--- config.mk ---
export PLATFORM = sky130hd
export DESIGN_NAME = eth_tx_dma
export DESIGN_NICKNAME = d
export VERILOG_FILES = /design/src/rtl/eth_tx_dma.sv
export SDC_FILE = /design/constraint.sdc
export NUM_CORES = 1
export LEC_CHECK = 0
export CELL_PAD_IN_SITES_DETAIL_PLACEMENT = 0
export CELL_PAD_IN_SITES_GLOBAL_PLACEMENT = 1
export CORE_UTILIZATION = 30
export CTS_BUF_LIST = sky130_fd_sc_hd__clkbuf_16
export CTS_CLUSTER_DIAMETER = 50
export DETAILED_ROUTE_END_ITERATION = 10
export PLACE_DENSITY = 0.72
export SKIP_CTS_REPAIR_TIMING = 1
export SLEW_MARGIN = 20
export SYNTH_ARGS = -nofsm -noshare
export SYNTH_HDL_FRONTEND = slang
export SYNTH_SLANG_ARGS = --single-unit
--- constraint.sdc ---
create_clock -name clk -period 6.5 [get_ports clk]
set_input_delay 1.625 -clock clk [delete_from_list [all_inputs] [get_ports clk]]
set_output_delay 1.625 -clock clk [all_outputs]
set_load 0.01 [all_outputs]
--- src/rtl/eth_tx_dma.sv ---
// rtl/eth_tx_dma.sv - TX ring DMA: fetches length-prefixed frames from a RAM ring and streams them as beats
module eth_tx_dma #(
    parameter int DATA_WIDTH      = 32,
    parameter int RING_WORDS      = 256,
    parameter int MAX_FRAME_BYTES = 1518
) (
    input  logic                          clk,
    input  logic                          rst,
    input  logic                          enable,
    input  logic [15:0]                   ring_base,
    input  logic [$clog2(RING_WORDS)-1:0] wr_ptr,
    output logic [$clog2(RING_WORDS)-1:0] rd_ptr,
    output logic [15:0]                   ram_rd_addr,
    output logic                          ram_rd_valid,
    input  logic                          ram_rd_ready,
    input  logic [DATA_WIDTH-1:0]         ram_rd_data,
    output logic [DATA_WIDTH-1:0]         tx_data,
    output logic                          tx_valid,
    input  logic                          tx_ready,
    output logic                          tx_last,
    output logic [$clog2(DATA_WIDTH/8):0] tx_bytes,
    output logic                          busy,
    output logic                          err_len,
    output logic                          err_underrun,
    input  logic                          clr_err,
    output logic [15:0]                   frames_sent
);
    localparam int W  = DATA_WIDTH / 8;
    localparam int LW = $clog2(W);
    localparam int BW = LW + 1;
    localparam int PW = $clog2(RING_WORDS);

    typedef enum logic [2:0] {IDLE, HDR, PAY_RD, PAY_TX, COMMIT, DROP} state_t;
    state_t state, state_nxt;

    logic [PW-1:0] offset;       // word offset from rd_ptr of the next read
    logic [15:0]   bytes_left;   // payload bytes not yet loaded into a beat
    logic [PW-1:0] occupancy;
    logic [PW-1:0] ring_idx;
    logic [15:0]   hdr_len;
    logic [16:0]   hdr_words;
    logic          hdr_bad_len;
    logic          hdr_underrun;
    logic          last_beat;
    logic          rd_hs;
    logic          tx_hs;
    logic          set_len;
    logic          set_under;

    assign occupancy    = wr_ptr - rd_ptr;
    assign ring_idx     = rd_ptr + offset;
    assign hdr_len      = ram_rd_data[15:0];
    assign hdr_words    = ({1'b0, hdr_len} + 17'(W - 1)) >> LW;
    assign hdr_bad_len  = (hdr_len == 16'd0) || (32'(hdr_len) > MAX_FRAME_BYTES);
    assign hdr_underrun = (hdr_words + 17'd1) > 17'(occupancy);
    assign last_beat    = (bytes_left <= 16'(W));
    assign rd_hs        = ram_rd_valid && ram_rd_ready;
    assign tx_hs        = tx_valid && tx_ready;
    assign set_len      = (state == HDR) && rd_hs && hdr_bad_len;
    assign set_under    = (state == HDR) && rd_hs && !hdr_bad_len && hdr_underrun;

    // State register
    always_ff @(posedge clk) begin
        if (rst) begin
            state <= IDLE;
        end else begin
            state <= state_nxt;
        end
    end

    // Next-state decision; a header is judged as soon as its read completes
    always_comb begin
        state_nxt = state;
        case (state)
            IDLE:    if (enable && (occupancy != '0)) state_nxt = HDR;
            HDR:     if (rd_hs) state_nxt = (hdr_bad_len || hdr_underrun) ? DROP : PAY_RD;
            PAY_RD:  if (rd_hs) state_nxt = PAY_TX;
            PAY_TX:  if (tx_hs) state_nxt = tx_last ? COMMIT : PAY_RD;
            COMMIT:  state_nxt = IDLE;
            DROP:    state_nxt = IDLE;
            default: state_nxt = IDLE;
        endcase
    end

    // Outputs decoded from state; the address is parked at 0 when no read is requested
    always_comb begin
        busy         = (state != IDLE);
        ram_rd_valid = (state == HDR) || (state == PAY_RD);
        ram_rd_addr  = ram_rd_valid ? (ring_base + 16'(ring_idx)) : 16'd0;
    end

    // Datapath: read offset, byte countdown, beat register and ring commit
    always_ff @(posedge clk) begin
        if (rst) begin
            offset      <= '0;
            bytes_left  <= 16'd0;
            rd_ptr      <= '0;
            frames_sent <= 16'd0;
            tx_data     <= '0;
            tx_valid    <= 1'b0;
            tx_last     <= 1'b0;
            tx_bytes    <= '0;
        end else begin
            case (state)
                IDLE: offset <= '0;
                HDR: begin
                    if (rd_hs) begin
                        offset     <= PW'(1);
                        bytes_left <= hdr_len;
                    end
                end
                PAY_RD: begin
                    if (rd_hs) begin
                        tx_data  <= ram_rd_data;
                        tx_valid <= 1'b1;
                        tx_last  <= last_beat;
                        tx_bytes <= last_beat ? bytes_left[BW-1:0] : BW'(W);
                    end
                end
                PAY_TX: begin
                    if (tx_hs) begin
                        tx_valid   <= 1'b0;
                        offset     <= offset + PW'(1);
                        bytes_left <= bytes_left - 16'(W);
                    end
                end
                COMMIT: begin
                    // offset now equals 1 + N, the full footprint of the frame
                    rd_ptr      <= rd_ptr + offset;
                    frames_sent <= frames_sent + 16'd1;
                end
                DROP: rd_ptr <= wr_ptr;
                default: ;
            endcase
        end
    end

    // Sticky error flags; a new error wins over a simultaneous clear
    always_ff @(posedge clk) begin
        if (rst) begin
            err_len      <= 1'b0;
            err_underrun <= 1'b0;
        end else begin
            err_len      <= set_len   || (err_len && !clr_err);
            err_underrun <= set_under || (err_underrun && !clr_err);
        end
    end
endmodule

==> flow_metrics.env <==
export IMPL_ys_ff_latch=90
export IMPL_max_stage_delay_ns=0.55
export IMPL_dpl_hpwl_um=11900
export IMPL_grt_use_total_pct=17.1
export IMPL_start_util_pct=31.1
export IMPL_endpoint_kind="output pin"
export IMPL_vias=5505
export IMPL_fin_ws_ns=0.398
export IMPL_p_per_area_mw_per_mm2=201
export IMPL_grt_pass1_wl_um=26800
export IMPL_cp_slowest_cell="clkdlybuf4s50_1"
export IMPL_core_sq_mm=0.0182
export IMPL_ys_seq_area_share_pct=31.8
export IMPL_syn_area_sq_mm=0.00566
export IMPL_port_buffers=142
export IMPL_worstSetupPathType="in2out"
export IMPL_cp_top_family="buffers and inverters"
export IMPL_utilization_pct=41.4
export IMPL_post_drt_wl_per_cell_um=15.1
export IMPL_critical_path_buf_inv_count=3
export IMPL_io_pins=143
export IMPL_clkLatencyLatePin_ns=0.35
export IMPL_path_cells="clkdlybuf4s50_1 -> ha_1 -> inv_1 -> fa_1 -> nor2b_1 -> o21ai_0 -> a21boi_0 -> o21ai_0 -> a211oi_1 -> xnor2_1 -> nor2_1 -> clkdlybuf4s50_1"
export IMPL_grt_ovfl_total=0
export IMPL_final_common_cell="clkdlybuf4s50_1"
export IMPL_max_vdd_ir_drop_v=0.000124
export IMPL_drv_slew=0
export IMPL_die_w_um=139
export IMPL_drt_first_iter_violations=326
export IMPL_antenna_left=0
export IMPL_cts_buffer_depth=2
export IMPL_arrival_ns=4.48
export IMPL_hold_slack_ns=0.454
export IMPL_cts_sinks=90
export IMPL_area_growth_synth_to_final_pct=33.2
export IMPL_setup_viol_count_final=0
export IMPL_antenna_found_initial=0
export IMPL_drive_gt1_share_pct=3.91
export IMPL_final_nets=964
export IMPL_ys_flop_type="dfxtp_1"
export IMPL_cellLeakagePower_nw=2.77
export IMPL_relSlewSlack_pct=38.1
export IMPL_clkTransAtPathRegs_ns=0.08
export IMPL_htreeDepth=3
export IMPL_die_h_um=139
export IMPL_yosysWarnings=0
export IMPL_dr_pass1_iters=4
export IMPL_crit_required_ns=4.88
export IMPL_wl_um=16600
export IMPL_fillers=1893
export IMPL_synth_edf_count=0
export IMPL_root_buffer="clkbuf_16"
export IMPL_hold_class="reg2reg"
export IMPL_cts_buffers=9
export IMPL_crit_path_max_fanout=5
export IMPL_cts_tree="yes"
export IMPL_fmax_mhz=164
export IMPL_layout_common_cells="clkdlybuf4s50_1, nand2_1, dfxtp_1"
export IMPL_syn_nets=851
export IMPL_post_route_period_util_pct=93.9
export IMPL_synth_cells=751
export IMPL_worst_pin_slew_ns=0.929
export IMPL_fin_skew_ns=0.0108
export IMPL_grt_pass1_vias=5150
export IMPL_diodes=0
export IMPL_status="complete, no violations"
export IMPL_finalHoldViolCount=0
export IMPL_place_congestion=0.812
export IMPL_drv_cap=0
export IMPL_total_power_mw=1.52
export IMPL_core_rowCount=49
export IMPL_viasPerCell=5.01
export IMPL_synth_area_per_cell_sq_um=7.54
export IMPL_cp_start_kind="primary input"
export IMPL_synthDistinctLibCells=60
export IMPL_tns_ns=0
export IMPL_rsz0062_at_grt="no"
export IMPL_finalCriticalPeriod_ns=6.10
export IMPL_die_area_sq_mm=0.0194
export IMPL_drc_errors=0
export IMPL_synthArstFlopShare_pct=0
export IMPL_grt_max_degree=80
export IMPL_place_ws_ns=0.373
==> where the power goes <==
part | switching, mW | internal (mW) | leakage [nW] | total, mW
clock | 0.257 | 0.311 | 0.157 | 0.568
sequential | 0.0152 | 0.565 | 0.727 | 0.580
combinational | 0.197 | 0.169 | 1.88 | 0.367
==> stage by stage <==
step / std cells / instance area (sq um)
finish: 1098 / 7550
global route: 1098 / 7550
CTS: 1098 / 7550
detailed placement: 1082 / 7230
global placement: 1082 / 7230
floorplan: 751 / 5660
==> layout make-up <==
cell class / instances / area, sq um / share of cell area (%)
inverters: 27 / 101 / 1.34
repair buffers: 148 / 1460 / 19.4
clock buffers: 9 / 225 / 2.98
well taps: 229 / 287 / 3.80
clock inverters: 7 / 95.1 / 1.26
multi-input cells: 588 / 3580 / 47.4
flip-flops and latches: 90 / 1800 / 23.9
==> path summary, 6_finish.rpt <==
path | from | end | slack (ns) | cells past startpoint
max | ring_base[0] | ram_rd_addr[12] | 0.40 | 12
min | tx_data[23]$_SDFFE_PP0P_ | tx_data[23]$_SDFFE_PP0P_ | 0.45 | 2
max reg2reg | rd_ptr[0]$_SDFFE_PP0P_ | state[0]$_SDFFE_PP0P_ | 2.98 | 16
min reg2reg | tx_data[23]$_SDFFE_PP0P_ | tx_data[23]$_SDFFE_PP0P_ | 0.45 | 2
==> worst min-delay path: cells and delay by family, from the launching register on <==
kind	cells	cell delay, ns
AO/OA/AOI/OAI	1	0.05
flip-flops	1	0.31
AND/OR/NAND/NOR	1	0.05
==> routing by layer <==
layer  vias up  track usage, %  wire length (um)
li1       2849               -                 -
met1      2521            24.1              8370
met2       127            25.7              7140
met3         8            4.40               945
met4         0            4.56               170
met5         -               0                 0
==> state kept, by name, summed over array words and instances, names as in the netlist <==
register,cells
err_underrun,1
frames_sent,16
tx_last,1
offset,8
tx_data,32
rd_ptr,8
bytes_left,16
state,3
err_len,1
tx_bytes,3
tx_valid,1
==> cells by family (layout without fill, tap and decap cells) <==
| family | Yosys count | count (layout) | synth area share (%) |
|---|---|---|---|
| and+or+nand+nor | 302 | 302 | 25.1 |
| adders and majority gates | 39 | 39 | 8.99 |
| muxes | 7 | 7 | 1.24 |
| xor gates and xnor gates | 48 | 48 | 7.42 |
| AOI/OAI and AO/OA | 192 | 192 | 20.4 |
| DFF | 90 | 90 | 31.8 |
| buffers and inverters | 73 | 191 | 5.06 |
==> synth_stat cells, types with 4 or more instances <==
cell / instances / share of area, %
nand2_1: 121 / 8.0
dfxtp_1: 90 / 32
a21oi_1: 89 / 7.9
nor2_1: 71 / 4.7
o21ai_0: 38 / 3.4
clkbuf_1: 35 / 2.3
ha_1: 35 / 7.7
inv_1: 27 / 1.8
xnor2_1: 27 / 4.2
xor2_1: 21 / 3.2
nand3_1: 16 / 1.4
nor3_1: 15 / 1.3
a211oi_1: 13 / 1.7
nand4_1: 13 / 1.4
nor2b_1: 13 / 1.4
or3_1: 12 / 1.3
a21o_1: 9 / 1.2
and3_1: 9 / 0.99
mux2i_1: 7 / 1.2
nand2b_1: 7 / 0.77
a22oi_1: 6 / 0.80
o211ai_1: 6 / 0.80
a31oi_1: 4 / 0.44
and2_1: 4 / 0.44
buf_2: 4 / 0.35
nor4_1: 4 / 0.44
(Power assumes the default switching activity.)
